**src/rtl/sec_to_mmss.sv**
```systemverilog
// Converts an elapsed-seconds count into four BCD digits (MM:SS) using a serial
// restoring divide-by-60 followed by parallel double dabble. Define MMSS_CLAMP_EN to clamp >=3600 s to 59:59.
module sec_to_mmss #(
    parameter int CNT_W = 12
) (
    input  logic             clk,
    input  logic             rst,
    input  logic             start,
    input  logic [CNT_W-1:0] sec_count,
    output logic             busy,
    output logic             done,
    output logic [3:0]       min_tens,
    output logic [3:0]       min_ones,
    output logic [3:0]       sec_tens,
    output logic [3:0]       sec_ones,
    output logic             overflow
);

    typedef enum logic [1:0] {
        IDLE = 2'd0,
        DIV  = 2'd1,
        BCD  = 2'd2,
        DONE = 2'd3
    } state_t;

    state_t           state_q;
    logic [3:0]       cnt_q;
    logic [CNT_W-1:0] quo_q;
    logic [5:0]       rem_q;
    logic [14:0]      mdd_q;
    logic [14:0]      sdd_q;
    logic             busy_q;
    logic             done_q;
    logic [3:0]       min_tens_q;
    logic [3:0]       min_ones_q;
    logic [3:0]       sec_tens_q;
    logic [3:0]       sec_ones_q;

    // Dividend bits leave quo_q at the top while quotient bits enter at the bottom.
    logic [6:0]       rsh_d;
    logic             ge_d;
    logic [5:0]       rem_d;
    logic [CNT_W-1:0] quo_d;

    always_comb begin
        rsh_d = {rem_q, quo_q[CNT_W-1]};
        ge_d  = (rsh_d >= 7'd60);
        rem_d = ge_d ? 6'(rsh_d - 7'd60) : rsh_d[5:0];
        quo_d = {quo_q[CNT_W-2:0], ge_d};
    end

    // One double-dabble step: {tens, ones, binary[6:0]}; adjust nibbles, then shift.
    function automatic logic [14:0] dabble(input logic [14:0] v);
        logic [14:0] t;
        t = v;
        if (t[10:7] >= 4'd5) t[10:7] = t[10:7] + 4'd3;
        if (t[14:11] >= 4'd5) t[14:11] = t[14:11] + 4'd3;
        return {t[13:0], 1'b0};
    endfunction

`ifdef MMSS_CLAMP_EN
    logic ovf_q;
    logic overflow_q;
`endif

    always_ff @(posedge clk) begin
        if (rst) begin
            state_q    <= IDLE;
            cnt_q      <= '0;
            busy_q     <= 1'b0;
            done_q     <= 1'b0;
            min_tens_q <= '0;
            min_ones_q <= '0;
            sec_tens_q <= '0;
            sec_ones_q <= '0;
`ifdef MMSS_CLAMP_EN
            ovf_q      <= 1'b0;
            overflow_q <= 1'b0;
`endif
        end else begin
            busy_q <= (state_q == DIV) || (state_q == BCD);
            done_q <= 1'b0;
            case (state_q)
                IDLE: begin
                    if (start) begin
                        quo_q   <= sec_count;
                        rem_q   <= '0;
                        cnt_q   <= 4'(CNT_W - 1);
`ifdef MMSS_CLAMP_EN
                        ovf_q   <= (32'(sec_count) >= 32'd3600);
`endif
                        state_q <= DIV;
                    end
                end
                DIV: begin
                    quo_q <= quo_d;
                    rem_q <= rem_d;
                    if (cnt_q == 4'd0) begin
                        mdd_q   <= {8'b0, 7'(quo_d)};
                        sdd_q   <= {9'b0, rem_d};
                        cnt_q   <= 4'd6;
                        state_q <= BCD;
                    end else begin
                        cnt_q <= cnt_q - 4'd1;
                    end
                end
                BCD: begin
                    mdd_q <= dabble(mdd_q);
                    sdd_q <= dabble(sdd_q);
                    if (cnt_q == 4'd0) begin
                        state_q <= DONE;
                    end else begin
                        cnt_q <= cnt_q - 4'd1;
                    end
                end
                DONE: begin
                    done_q  <= 1'b1;
                    state_q <= IDLE;
`ifdef MMSS_CLAMP_EN
                    overflow_q <= ovf_q;
                    if (ovf_q) begin
                        min_tens_q <= 4'd5;
                        min_ones_q <= 4'd9;
                        sec_tens_q <= 4'd5;
                        sec_ones_q <= 4'd9;
                    end else begin
                        min_tens_q <= mdd_q[14:11];
                        min_ones_q <= mdd_q[10:7];
                        sec_tens_q <= sdd_q[14:11];
                        sec_ones_q <= sdd_q[10:7];
                    end
`else
                    min_tens_q <= mdd_q[14:11];
                    min_ones_q <= mdd_q[10:7];
                    sec_tens_q <= sdd_q[14:11];
                    sec_ones_q <= sdd_q[10:7];
`endif
                end
                default: state_q <= IDLE;
            endcase
        end
    end

    assign busy     = busy_q;
    assign done     = done_q;
    assign min_tens = min_tens_q;
    assign min_ones = min_ones_q;
    assign sec_tens = sec_tens_q;
    assign sec_ones = sec_ones_q;
`ifdef MMSS_CLAMP_EN
    assign overflow = overflow_q;
`else
    assign overflow = 1'b0;
`endif

endmodule

```
**config.mk**
```make
export PLATFORM = sky130hd
export DESIGN_NAME = sec_to_mmss
export DESIGN_NICKNAME = d
export VERILOG_FILES = /design/src/rtl/sec_to_mmss.sv
export SDC_FILE = /design/constraint.sdc
export NUM_CORES = 1
export LEC_CHECK = 0
export CAP_MARGIN = 10
export CELL_PAD_IN_SITES_DETAIL_PLACEMENT = 0
export CELL_PAD_IN_SITES_GLOBAL_PLACEMENT = 1
export CORE_ASPECT_RATIO = 0.75
export CORE_UTILIZATION = 46
export DETAILED_ROUTE_END_ITERATION = 16
export GPL_TIMING_DRIVEN = 0
export PLACE_DENSITY_LB_ADDON = 0.1
export SYNTH_ARGS = -nofsm -noshare
export SYNTH_HDL_FRONTEND = slang
export SYNTH_SLANG_ARGS = --single-unit
```
**constraint.sdc**
```tcl
create_clock -name clk -period 4.8 [get_ports clk]
set_input_delay 0.96 -clock clk [delete_from_list [all_inputs] [get_ports clk]]
set_output_delay 0.96 -clock clk [all_outputs]
set_load 0.02 [all_outputs]
```
==> out/summary.json <==
{
  "critical_path": {
    "cpPeakStageDelay_ps": 610,
    "critical_path_class": "reg2out",
    "critPathSlowestCell": "clkdlybuf4s50_1",
    "worstPathCellList": "clkdlybuf4s50_1",
    "cell_family_contributing_the_most_delay_on_the_critical_path": "buffers and inverters",
    "worst_setup_path_end_kind": "output port",
    "critical_path.startpoint_type": "flop",
    "cp_max_fo": 2,
    "path_buf_inv": 1,
    "timing.critical_path.required_ps": 3840,
    "critical_path_arrival_ps": 1290
  },
  "yosys": {
    "netlist.area_leader.share_pct": 42.0,
    "postSynth.asyncResetShare_pct": 0,
    "synth_nets": 321,
    "number_of_enable_flip_flop_cells_after_synthesis": 48,
    "netlist_area_mm2": 0.00343,
    "post_synth_num_cell_types": 45,
    "ys.flop_type": "edfxtp_1",
    "ys_ff_latch": 72,
    "synth_cells": 291,
    "synthesis.area_per_instance_um2": 11.8,
    "synth_top_cell_by_area": "edfxtp_1",
    "synth_top_cells_by_area": "edfxtp_1 42%, dfxtp_1 14%, mux2_2 6.6%, ha_1 5.5%, mux2i_1 5.2%",
    "synth_sequential_area_ratio_pct": 56.0,
    "yosys_warnings": 0
  },
  "clock_tree": {
    "numCtsBuffers": 9,
    "clk_transition_reported_paths_ps": 80,
    "clockRootBuffer": "clkbuf_8",
    "cts_tree": "yes",
    "clock_insertion_delay_worst_skew_ps": 340,
    "cts_repair_resize_count": 0,
    "post_cts.repair.setup_buffers": 0,
    "ctsHoldBuffers": 0,
    "clockBufferDepth": 2,
    "clkSinkCount": 72,
    "cts_htree_levels": 3
  },
  "run_status": {
    "run_status": "finished clean"
  },
  "pwr": {
    "worst_supply_voltage_drop_on_vdd_mv": 0.202,
    "p_total_uw": 2310,
    "p_leak_uw": 0.00153,
    "total_power_divided_by_cell_area_mw_per_mm2": 559
  },
  "floorplanning": {
    "die_height_um": 76.8,
    "top_level_ports": 34,
    "die-width_um": 102,
    "fp.dieArea_mm2": 0.00782,
    "core_mm2": 0.00703,
    "floorplan.initialDensity_pct": 48.9,
    "floorplan.rows": 26
  },
  "routing": {
    "route.antenna.remaining_nets": 0,
    "wirelength_mm": 6.21,
    "drt_first_pass_iters": 5,
    "vias": 2227,
    "avg_wl_per_cell_um": 14.2,
    "avgViaCountPerCell": 5.08,
    "post-route-drc-count": 0,
    "drt_iter0_markers": 103
  },
  "timing": {
    "clock.fmax_mhz": 445,
    "tightest_slew_margin_relative_to_the_limit_pct": 61.5,
    "worst-slew-pin-transition_ps": 577,
    "fin_tns_setup_ps": 0,
    "setup_slack_ps": 2550,
    "hold_violations": 0,
    "period_needed_ps": 2250,
    "finalSetupViolCount": 0,
    "worst_clock_skew_ps": 10.2,
    "report.final.slew_viol_count": 0,
    "final.period_utilization_pct": 46.8,
    "rsz0062_at_grt": "no"
  },
  "placement": {
    "dp.final_hpwl_mm": 4.33,
    "gp_routability_congestion": 0.811,
    "io_buf_count": 31,
    "place_worst_setup_slack_ps": 2410
  },
  "grt": {
    "grt_max_degree": 21,
    "vias_in_the_first_global_route": 2207,
    "grtUsageTotal_pct": 18.3,
    "grt_pass1_wl_mm": 10.8,
    "grt_overflow_total": 0,
    "antenna_found_initial": 0
  },
  "min_path": {
    "worst_hold_path_type": "reg2reg"
  },
  "finish": {
    "nNetsFinal": 365,
    "drive_gt1_share_pct": 15.0,
    "area_delta_synth_final_pct": 20.4,
    "antenna_cells": 0,
    "finalCoreUtilization_pct": 58.8
  },
  "flow_run": {
    "drv.max_cap_violation_count": 0
  }
}
==> final timing paths <==
check,slack [ps],end,start,depth (start not counted)
worst max register to register,2670,mdd_q[5],state_q[0],5
worst max-delay path,2550,sec_tens[1],sec_tens[1],1
worst min register to register,490,sec_tens[0],sec_tens[0],2
worst min-delay path,490,sec_tens[0],sec_tens[0],2
==> cells in the mapped netlist, drive strengths merged, types with 2 or more instances <==
cell,number
edfxtp,48
inv,16
mux2i,18
nor3,2
nor2b,5
and3,2
clkbuf,8
a21o,7
a21oi,10
mux2,20
and2,7
nor2,34
dfxtp,24
nand2,14
o21ai,9
a31o,3
nor3b,2
buf,6
ha,15
nand2b,7
xnor2,7
a31oi,2
a221oi,2
a211oi,6
a211o,2
==> logic make-up after synthesis <==
kind of cell,synth area share [%]
buf+inv,3.57
fa+ha+maj,5.46
flops,56.0
mux,11.8
simple gates,11.5
compound gates,9.76
other cells,0.109
xor+xnor,1.79
==> sequential cells by signal, indices dropped and copies added, names as in the netlist, 6 cells and up <==
register,flops
quo_q,12
mdd_q,15
sdd_q,15
rem_q,6
==> cells in the final DEF, fill, tap and decap left out, drive strengths merged, types with 6 or more instances in the layout <==
cell type / netlist / final
nand2b: 7 / 7
buf: 6 / 8
and2: 7 / 7
a211oi: 6 / 6
nor2: 34 / 34
a21oi: 10 / 10
mux2: 20 / 20
inv: 16 / 16
xnor2: 7 / 7
edfxtp: 48 / 48
a21o: 7 / 7
mux2i: 18 / 18
clkbuf: 8 / 17
o21ai: 9 / 9
clkdlybuf4s50: 0 / 31
ha: 15 / 15
dfxtp: 24 / 24
nand2: 14 / 14
==> per-stage QoR <==
stage,hold slack [ps],instance area (um2),instances
3_3_place_gp,470,3870,420
3_5_place_dp,481,3920,422
4_1_cts,500,4130,438
5_1_grt,528,4130,438
2_1_floorplan,497,3430,291
6_report,495,4130,438
==> area by class of cell <==
| type | count | area, um2 |
|---|---|---|
| clock buffer | 9 | 124 |
| buffer | 14 | 62.6 |
| sequential | 72 | 1920 |
| tap | 98 | 123 |
| clock inverter | 7 | 86.3 |
| fill | 597 | 2890 |
| timing repair buffer | 33 | 353 |
| multi-input combinational | 189 | 1400 |
| inverter | 16 | 60.1 |
==> routing by layer <==
| metal | share of wire [%] | GRT usage (%) | wire length [um] | vias up |
|---|---|---|---|---|
| met5 | 0 | 0 | 0 | - |
| met4 | 0.60 | 6.23 | 37 | 0 |
| met3 | 4.5 | 5.01 | 281 | 5 |
| met2 | 43 | 26.4 | 2690 | 51 |
| met1 | 52 | 26.2 | 3210 | 1050 |
| li1 | - | - | - | 1121 |
==> report_power, final <==
group	total [uW]	switching, uW	internal, uW
clock network	512	224	288
logic	824	446	377
registers	976	99.2	877
total	2310	769	1540
Note: power is estimated with default switching activity, not from simulation.
